### config.mk
export PLATFORM = sky130hd
export DESIGN_NAME = sseg_scan_decoder
export DESIGN_NICKNAME = d
export VERILOG_FILES = /design/src/rtl/sseg_pkg.sv /design/src/rtl/sseg_digit_capture.sv /design/src/rtl/sseg_scan_decoder.sv
export SDC_FILE = /design/constraint.sdc
export NUM_CORES = 1
export LEC_CHECK = 0
export CORE_ASPECT_RATIO = 2
export CORE_MARGIN = 8
export CORE_UTILIZATION = 57
export CTS_BUF_LIST = sky130_fd_sc_hd__clkbuf_8
export DETAILED_ROUTE_END_ITERATION = 16
export HOLD_SLACK_MARGIN = 0.12
export PLACE_DENSITY_LB_ADDON = 0.3
export SKIP_CTS_REPAIR_TIMING = 1
export SYNTH_ARGS = -nofsm -noshare
export SYNTH_HDL_FRONTEND = slang
export SYNTH_HIERARCHICAL = 1
export SYNTH_SLANG_ARGS = --single-unit
export TNS_END_PERCENT = 5
### constraint.sdc
create_clock -name clk -period 3.53 [get_ports clk]
set_input_delay 0.5295 -clock clk [delete_from_list [all_inputs] [get_ports clk]]
set_output_delay 0.5295 -clock clk [all_outputs]
set_load 0.05 [all_outputs]
### src/rtl/sseg_pkg.sv
// Shared constants, settle-FSM state type and pattern helpers for the
// seven-segment scan decoder. All patterns are active-low, bit 0 = segment a.
package sseg_pkg;

   localparam logic [6:0] UPPER = 7'h1C;  // a,b,f,g lit: upper square
   localparam logic [6:0] LOWER = 7'h23;  // c,d,e,g lit: lower square
   localparam logic [6:0] BLANK = 7'h7F;  // nothing lit

   typedef enum logic {
      ST_SCAN = 1'b0,
      ST_HOLD = 1'b1
   } settle_state_t;

   // Returns {legal, pos}. UPPER on digit d is position d, LOWER on digit d
   // is position 7-d, anything else is not a square.
   function automatic logic [3:0] pattern_to_pos(input logic [1:0] digit,
                                                 input logic [6:0] pattern);
      logic [3:0] res;
      res = 4'h0;
      if (pattern == UPPER)
         res = {1'b1, 1'b0, digit};
      else if (pattern == LOWER)
         res = {1'b1, 3'd7 - {1'b0, digit}};
      return res;
   endfunction

   // Exactly one anode driven low.
   function automatic logic an_legal(input logic [3:0] an);
      logic ok;
      case (an)
         4'b1110, 4'b1101, 4'b1011, 4'b0111: ok = 1'b1;
         default:                            ok = 1'b0;
      endcase
      return ok;
   endfunction

   // Digit number of the single low anode; only meaningful when an_legal().
   function automatic logic [1:0] an_index(input logic [3:0] an);
      logic [1:0] idx;
      case (an)
         4'b1101: idx = 2'd1;
         4'b1011: idx = 2'd2;
         4'b0111: idx = 2'd3;
         default: idx = 2'd0;
      endcase
      return idx;
   endfunction

endpackage

### src/rtl/sseg_digit_capture.sv
// Samples the anode/segment bus once, then requires SETTLE consecutive
// identical samples on a single-anode value before capturing that digit.
// cap_valid is a one-cycle strobe with no back-pressure: cap_idx and
// cap_pattern are meaningful only in the cycle cap_valid is high.
module sseg_digit_capture
   import sseg_pkg::*;
#(
   parameter int unsigned SETTLE = 4
) (
   input  logic          clk,
   input  logic          rst,
   input  logic [3:0]    an,
   input  logic [6:0]    sseg,
   output logic          cap_valid,
   output logic [1:0]    cap_idx,
   output logic [6:0]    cap_pattern,
   output settle_state_t state_dbg
);

   localparam logic [7:0] SETTLE_C = 8'(SETTLE);

   logic [3:0]    an_q, an_p;
   logic [6:0]    sseg_q, sseg_p;
   settle_state_t state, state_n;
   logic [7:0]    cnt, cnt_n, cnt_inc;
   logic          lock, lock_n;
   logic [3:0]    lock_an, lock_an_n;
   logic          legal, same, blocked, cap;

   // Input sample register plus a one-deep history for the stability compare.
   always_ff @(posedge clk) begin
      if (!rst) begin
         an_q   <= 4'hF;
         sseg_q <= BLANK;
         an_p   <= 4'hF;
         sseg_p <= BLANK;
      end else begin
         an_q   <= an;
         sseg_q <= sseg;
         an_p   <= an_q;
         sseg_p <= sseg_q;
      end
   end

   // Settle FSM state, counter and the "already captured this anode" lock.
   always_ff @(posedge clk) begin
      if (!rst) begin
         state   <= ST_SCAN;
         cnt     <= 8'd0;
         lock    <= 1'b0;
         lock_an <= 4'hF;
      end else begin
         state   <= state_n;
         cnt     <= cnt_n;
         lock    <= lock_n;
         lock_an <= lock_an_n;
      end
   end

   assign legal   = an_legal(an_q);
   assign same    = (an_q == an_p) && (sseg_q == sseg_p);
   assign blocked = lock && (an_q == lock_an);
   assign cnt_inc = cnt + 8'd1;

   // Next-state logic: count stable samples, capture at SETTLE, then lock
   // out the same anode until it changes so a digit is captured once per visit.
   always_comb begin
      state_n   = state;
      cnt_n     = cnt;
      cap       = 1'b0;
      lock_n    = lock && (an_q == lock_an);
      lock_an_n = lock_an;
      case (state)
         ST_SCAN: begin
            if (legal && !blocked) begin
               cnt_n   = 8'd1;
               state_n = ST_HOLD;
            end
         end
         ST_HOLD: begin
            if (same) begin
               cnt_n = cnt_inc;
               if (cnt_inc == SETTLE_C) begin
                  cap       = 1'b1;
                  state_n   = ST_SCAN;
                  lock_n    = 1'b1;
                  lock_an_n = an_q;
               end
            end else if (legal) begin
               cnt_n = 8'd1;
            end else begin
               cnt_n   = 8'd0;
               state_n = ST_SCAN;
            end
         end
         default: state_n = ST_SCAN;
      endcase
   end

   assign cap_valid   = cap;
   assign cap_idx     = an_index(an_q);
   assign cap_pattern = sseg_q;
   assign state_dbg   = state;

endmodule

### src/rtl/sseg_scan_decoder.sv
// Rebuilds the 4-digit frame from captured digits, classifies it as a
// rotating-square position and reports +/-1 steps and illegal frames/jumps.
module sseg_scan_decoder
   import sseg_pkg::*;
#(
   parameter int unsigned SETTLE = 4,
   parameter int unsigned DIGITS = 4
) (
   input  logic        clk,
   input  logic        rst,
   input  logic [3:0]  an,
   input  logic [6:0]  sseg,
   output logic        frame_valid,
   output logic [27:0] frame,
   output logic        pos_valid,
   output logic [2:0]  pos,
   output logic        step,
   output logic        dir_up,
   output logic        err
);

   logic          cap_valid;
   logic [1:0]    cap_idx;
   logic [6:0]    cap_pattern;
   settle_state_t dbg_state_unused;  // exposed for checker binding only

   logic [3:0]    mask, mask_n;
   logic          have_prev;
   logic [2:0]    nonblank;
   logic          hit_legal, cls_legal;
   logic [2:0]    cls_pos, diff;
   logic [3:0]    dec;
   logic [6:0]    slot;

   sseg_digit_capture #(.SETTLE(SETTLE)) u_capture (
      .clk         (clk),
      .rst         (rst),
      .an          (an),
      .sseg        (sseg),
      .cap_valid   (cap_valid),
      .cap_idx     (cap_idx),
      .cap_pattern (cap_pattern),
      .state_dbg   (dbg_state_unused)
   );

   // Mask clears on completion; a capture in the same cycle lands after the clear.
   always_comb begin
      mask_n = (mask == 4'hF) ? 4'h0 : mask;
      if (cap_valid)
         mask_n[cap_idx] = 1'b1;
   end

   // Classify the stored frame: exactly one non-blank digit that is a square.
   always_comb begin
      nonblank  = 3'd0;
      hit_legal = 1'b0;
      cls_pos   = 3'd0;
      dec       = 4'h0;
      slot      = BLANK;
      for (int d = 0; d < DIGITS; d++) begin
         slot = frame[7*d +: 7];
         if (slot != BLANK) begin
            nonblank  = nonblank + 3'd1;
            dec       = pattern_to_pos(2'(d), slot);
            hit_legal = dec[3];
            cls_pos   = dec[2:0];
         end
      end
      cls_legal = (nonblank == 3'd1) && hit_legal;
      diff      = cls_pos - pos;
   end

   // Frame storage, completion pulse and position/step/error status.
   always_ff @(posedge clk) begin
      if (!rst) begin
         frame       <= 28'hFFFFFFF;
         mask        <= 4'h0;
         frame_valid <= 1'b0;
         pos_valid   <= 1'b0;
         pos         <= 3'd0;
         step        <= 1'b0;
         dir_up      <= 1'b0;
         err         <= 1'b0;
         have_prev   <= 1'b0;
      end else begin
         frame_valid <= 1'b0;
         step        <= 1'b0;
         mask        <= mask_n;
         if (cap_valid)
            frame[7*cap_idx +: 7] <= cap_pattern;
         if (mask == 4'hF) begin
            frame_valid <= 1'b1;
            if (cls_legal) begin
               pos       <= cls_pos;
               pos_valid <= 1'b1;
               have_prev <= 1'b1;
               if (have_prev) begin
                  if (diff == 3'd1) begin
                     step   <= 1'b1;
                     dir_up <= 1'b1;
                  end else if (diff == 3'd7) begin
                     step   <= 1'b1;
                     dir_up <= 1'b0;
                  end else if (diff != 3'd0) begin
                     err <= 1'b1;
                  end
               end
            end else begin
               pos_valid <= 1'b0;
               err       <= 1'b1;
               have_prev <= 1'b0;
            end
         end
      end
   end

endmodule

==> results of run 1 <==
-- area by class of cell --
cell class	count	area, sq um
multi-input cells	263	2010
fillers	504	1830
flip-flops and latches	76	1520
repair buffers	54	526
clock buffers	10	138
well taps	86	108
clock inverters	6	80.1
inverters	13	48.8
-- final timing paths --
| path | endpoint | startpoint | cells after the start |
|---|---|---|---|
| setup / recovery | dir_up | frame[9] | 10 |
| hold / removal | u_capture/cnt[1] | u_capture/cnt[1] | 2 |
| hold reg to reg | u_capture/cnt[1] | u_capture/cnt[1] | 2 |
| setup reg to reg | dir_up | frame[9] | 10 |
-- state kept, by name, summed over array words and instances (netlist names) --
name and flops:
dir_up 1, err 1, frame 28, frame_valid 1
have_prev 1, mask 4, pos 3, step 1
u_capture/an_p 4, u_capture/an_q 4, u_capture/cap_pattern 7, u_capture/cnt 8
u_capture/lock 1, u_capture/lock_an 4, u_capture/sseg_p 7, u_capture/state_dbg 1
-- cell usage in the layout (no fill, tap or decap), types with 5 or more instances in the layout --
| cell type | count |
|---|---|
| a221o_1 | 25 |
| nor4_1 | 7 |
| inv_1 | 15 |
| clkbuf_8 | 10 |
| nand4_1 | 8 |
| a21oi_1 | 13 |
| and3_1 | 9 |
| nand2_1 | 17 |
| o21ai_0 | 5 |
| and2_1 | 8 |
| nand3_1 | 7 |
| buf_4 | 6 |
| clkdlybuf4s50_1 | 48 |
| xor2_1 | 17 |
| nor3_1 | 9 |
| nor2_1 | 15 |
| a22oi_1 | 5 |
| a21o_1 | 6 |
| dfxtp_1 | 76 |
| ha_1 | 13 |
| nand2b_1 | 33 |
-- critical path, stage by stage (launching register included) --
cell and delay, ps:
dfxtp_1 420, and4_1 250, nand2_1 110, ha_1 510, xnor2_1 170, ha_1 190
nand2b_1 120, mux2i_1 160, a2111oi_0 790, a21boi_0 190, o31a_1 320
-- cells by family (layout without fill, tap and decap cells) --
group | Yosys count | count (layout) | share of synthesized area (%)
AND/OR/NAND/NOR | 138 | 138 | 23.2
AO/OA/AOI/OAI | 84 | 84 | 20.1
flip-flops | 76 | 76 | 41.8
buffers and inverters | 26 | 83 | 2.99
XOR/XNOR | 20 | 20 | 4.82
adder cells (fa/ha/maj) | 14 | 14 | 5.02
multiplexers | 7 | 7 | 2.06
-- metal layers --
metal  share of wire (%)  routed length (microns)  track usage (%)
met1                  37                     3280             18.3
met2                  55                     4820             36.5
met3                 4.2                      374             4.29
met4                 3.8                      334             12.9
met5                   0                        0                0
-- per-stage QoR --
step	total power, mW	setup slack (ps)	util (%)	instance area [sq um]
after floorplan	0.982	190	-	3640
after global placement	1.01	315	67.3	4210
after detailed placement	1.02	217	67.3	4210
after CTS	1.73	204	70.7	4430
after global routing	1.78	37.0	70.7	4430
final	1.72	199	70.7	4430
-- report_power, final --
group          leakage [nW]  internal, mW  switching (mW)
Combinational         0.930        0.0459          0.0594
Sequential            0.619         0.872          0.0217
Clock                 0.115         0.411           0.313
==> flow_metrics.env, run 1 <==
export IMPL_synth_distinct_cells=65
export IMPL_start_util_pct=58.1
export IMPL_htree_levels=3
export IMPL_gp_congestion=0.978
export IMPL_async_flop_share_pct=0
export IMPL_numPortBuffers=48
export IMPL_p_leak_nw=1.66
export IMPL_finalMaxSlewViolations=0
export IMPL_clk_latency_ps=350
export IMPL_wl_per_cell_microns=17.3
export IMPL_num_vias=2997
export IMPL_tightest_slew_ps=810
export IMPL_cap_violations=0
export IMPL_cts_made_buffers=9
export IMPL_synth_most_common_cell="dfxtp_1"
export IMPL_hold_worst_slack_ps=491
export IMPL_r2r_slack_ps=200
export IMPL_setup_viol=0
export IMPL_pin_count=49
export IMPL_synth_top_area_share_pct=41.8
export IMPL_fin_tns_setup_ps=0
export IMPL_drtPass1Iterations=4
export IMPL_coreArea_sq_mm=0.00626
export IMPL_clkTransAtPathRegs_ps=70
export IMPL_cp_end_kind="flop"
export IMPL_fin_skew_ps=5.95
export IMPL_ys_warn_count=6
export IMPL_grt_max_degree=38
export IMPL_synth_common_cells="dfxtp_1, nand2b_1, a221o_1"
export IMPL_critPathMaxFanout=10
export IMPL_vias_per_cell=5.90
export IMPL_grt_pass1_wl_microns=14300
export IMPL_drcViolationCount=0
export IMPL_fin_nets=444
export IMPL_synthFlopType="dfxtp_1"
export IMPL_synth_edf_count=0
export IMPL_period_needed_ps=3330
export IMPL_final_cells=508
export IMPL_critical_path_startpoint_type="flop"
export IMPL_cp_required_ps=3780
export IMPL_criticalPathCategory="reg2reg"
export IMPL_cts_tree="done"
export IMPL_synth_area_leaders="dfxtp_1, a221o_1, nand2b_1, ha_1, xor2_1"
export IMPL_ant_nets=0
export IMPL_hpwl_microns=6630
export IMPL_drive_gt1_share_pct=9.00
export IMPL_synth_nets=392
export IMPL_clock_path_buffers=2
export IMPL_dp_cells=492
export IMPL_grt_overflow=0
export IMPL_fin_crit_sh_pct=94.4
export IMPL_irDropWorstVdd_mv=0.394
export IMPL_hp_class="reg2reg"
export IMPL_critPathArrivalTime_ps=3580
export IMPL_syn_instance_count=365
export IMPL_outcome="complete, no violations"
export IMPL_die_h_microns=129
export IMPL_synth_cell_area_sq_mm=0.00364
export IMPL_finalHoldViolCount=0
export IMPL_grt_use_total_pct=19.6
export IMPL_routed_wl_microns=8810
export IMPL_num_rows=41
export IMPL_n_antenna_cell=0
export IMPL_cts_sinks=76
export IMPL_p_per_area_mw_per_mm2=389
export IMPL_die_area_sq_mm=0.00935
export IMPL_die_x_microns=72.5
export IMPL_max_freq_mhz=300
export IMPL_drt_iter0_markers=201
export IMPL_area_delta_synth_final_pct=21.7
export IMPL_syn_area_per_cell_sq_um=9.96
export IMPL_first_global_vias=3037
export IMPL_root_buffer="clkbuf_8"
export IMPL_synth_seq_cells=76
export IMPL_ys_seq_area_share_pct=41.8
export IMPL_antenna_found_initial=0
export IMPL_max_slew_margin_pct=44.6
export IMPL_rsz0062_at_grt="no"
export IMPL_synth_largest_area_cell="dfxtp_1"
(Power assumes the default switching activity.)
==> run 2, diff against run 1 <==
--- a/config.mk
+++ b/config.mk
@@ -9,5 +9,6 @@
 export CORE_MARGIN = 8
-export CORE_UTILIZATION = 57
+export CORE_UTILIZATION = 65
 export CTS_BUF_LIST = sky130_fd_sc_hd__clkbuf_8
 export DETAILED_ROUTE_END_ITERATION = 16
+export DONT_BUFFER_PORTS = 1
 export HOLD_SLACK_MARGIN = 0.12
==> constraint.sdc (replaced) <==
create_clock -name clk -period 3.53 [get_ports clk]
set_input_delay 0.706 -clock clk [delete_from_list [all_inputs] [get_ports clk]]
set_output_delay 0.706 -clock clk [all_outputs]
set_load 0.05 [all_outputs]
==> flow_metrics.env, run 2 (synthesis results as in run 1) <==
export IMPL_fin_skew_ps=11.6
export IMPL_cts_made_buffers=9
export IMPL_regMostFlops="frame"
export IMPL_period_needed_ps=3290
export IMPL_fin_tns_setup_ps=0
export IMPL_cp_slowest_cell="or4_4"
export IMPL_largest_reg_flops=28
export IMPL_fin_crit_sh_pct=93.3
export IMPL_critPathMaxStageDelay_ps=570
export IMPL_cp_top_family="compound AO/OA/AOI/OAI gates"
export IMPL_wl_per_cell_microns=18.9
export IMPL_vias_per_cell=6.42
export IMPL_criticalPathCategory="reg2reg"
export IMPL_clk_latency_ps=350
export IMPL_path_cells="or4_4, a2111oi_4, a21oi_2, ha_1, inv_1, fa_1, xor2_1, a21boi_0, o311a_1, a211oi_4, and4_2, o31a_1"
export IMPL_finalMaxSlewViolations=0
export IMPL_cap_violations=0
export IMPL_setup_viol=0
export IMPL_hold_worst_slack_ps=438
export IMPL_coreArea_sq_mm=0.00542
export IMPL_grt_pass1_wl_microns=14200
export IMPL_finalHoldViolCount=0
export IMPL_p_leak_nw=1.57
export IMPL_antenna_found_initial=0
export IMPL_p_per_area_mw_per_mm2=403
export IMPL_start_util_pct=67.1
export IMPL_cts_sinks=76
export IMPL_drcViolationCount=0
export IMPL_critPathArrivalTime_ps=3540
export IMPL_outcome="complete, no violations"
export IMPL_max_freq_mhz=304
export IMPL_final_common_cell="dfxtp_1"
export IMPL_cp_end_kind="flop"
export IMPL_tightest_slew_ps=748
export IMPL_timing_final_ws_setup_ps=237
export IMPL_die_h_microns=122
export IMPL_num_fill_cells=390
export IMPL_n_antenna_cell=0
export IMPL_layout_common_cells="dfxtp_1, buf_4, nand2b_1, a221o_1"
export IMPL_htree_levels=3
export IMPL_cp_required_ps=3780
export IMPL_hpwl_microns=6670
export IMPL_drive_gt1_share_pct=17.4
export IMPL_area_delta_synth_final_pct=13.5
export IMPL_grt_overflow=0
export IMPL_irDropWorstVdd_mv=0.442
export IMPL_ant_nets=0
export IMPL_first_global_vias=2934
export IMPL_clock_path_buffers=2
export IMPL_cts_tree="done"
export IMPL_clkTransAtPathRegs_ps=80
export IMPL_die_x_microns=68.9
export IMPL_num_vias=2974
export IMPL_rsz0062_at_grt="no"
export IMPL_critical_path_startpoint_type="flop"
export IMPL_grt_max_degree=33
export IMPL_place_ws_ps=241
export IMPL_grt_use_total_pct=22.3
export IMPL_drtPass1Iterations=5
export IMPL_gp_congestion=0.909
export IMPL_fin_nets=425
export IMPL_critPathMaxFanout=5
export IMPL_drt_iter0_markers=264
export IMPL_pin_count=49
export IMPL_multi_input_area_sq_mm=0.00201
export IMPL_die_area_sq_mm=0.00839
export IMPL_num_rows=38
export IMPL_hp_class="in2reg"
export IMPL_max_slew_margin_pct=48.8
export IMPL_reg_largest_list="frame: 28 flops, u_capture/cnt: 8 flops"
export IMPL_regArea_sq_mm=0.00152
export IMPL_critPathBufInv=1
export IMPL_root_buffer="clkbuf_8"
export IMPL_routed_wl_microns=8770
export IMPL_numPortBuffers=0
run 2: changes by cell type in the layout (fill, tap and decap cells not counted), sizes merged:
cell,change
buf,+29
bufinv,-1
clkdlybuf4s50,-48
clkinv,-1
clkinvlp,+2
run 2: stage by stage:
step | cells | total power [mW] | util (%) | area, sq um
after floorplan | 365 | 0.982 | - | 3640
after global placement | 447 | 0.996 | 72.2 | 3910
after detailed placement | 447 | 1.00 | 72.2 | 3910
after CTS | 463 | 1.68 | 76.0 | 4120
after global routing | 463 | 1.72 | 76.1 | 4130
final | 463 | 1.66 | 76.1 | 4130
run 2: layer usage:
metal  track usage (%)  wire length (microns)  up-vias
li1                  -                      -     1429
met1              21.6                   3090     1431
met2              39.8                   4930       88
met3              6.35                    433       26
met4              12.4                    315        0
met5                 0                      0        -
run 2: layout make-up:
type                    count  share of cell area [%]
inverters                  13                    1.18
clock buffers              10                    3.34
clock inverters             6                    1.70
repair buffers             35                    6.37
well taps                  60                    1.82
flip-flops and latches     76                    36.9
multi-input cells         263                    48.7
run 2: worst paths after layout:
kind / start / to / slack, ps / cells past startpoint
max: frame[16] / dir_up / 240 / 12
min: rst / u_capture/sseg_p[3] / 440 / 1
max reg2reg: frame[16] / dir_up / 240 / 12
min reg2reg: u_capture/cnt[1] / u_capture/cnt[1] / 490 / 2
run 2: report_power, final:
group	leakage [nW]	internal [mW]	switching, mW	total [mW]
combinational	0.855	0.0341	0.0526	0.0867
sequential	0.619	0.872	0.0215	0.893
clock	0.0955	0.350	0.334	0.685
total	1.57	1.26	0.408	1.66
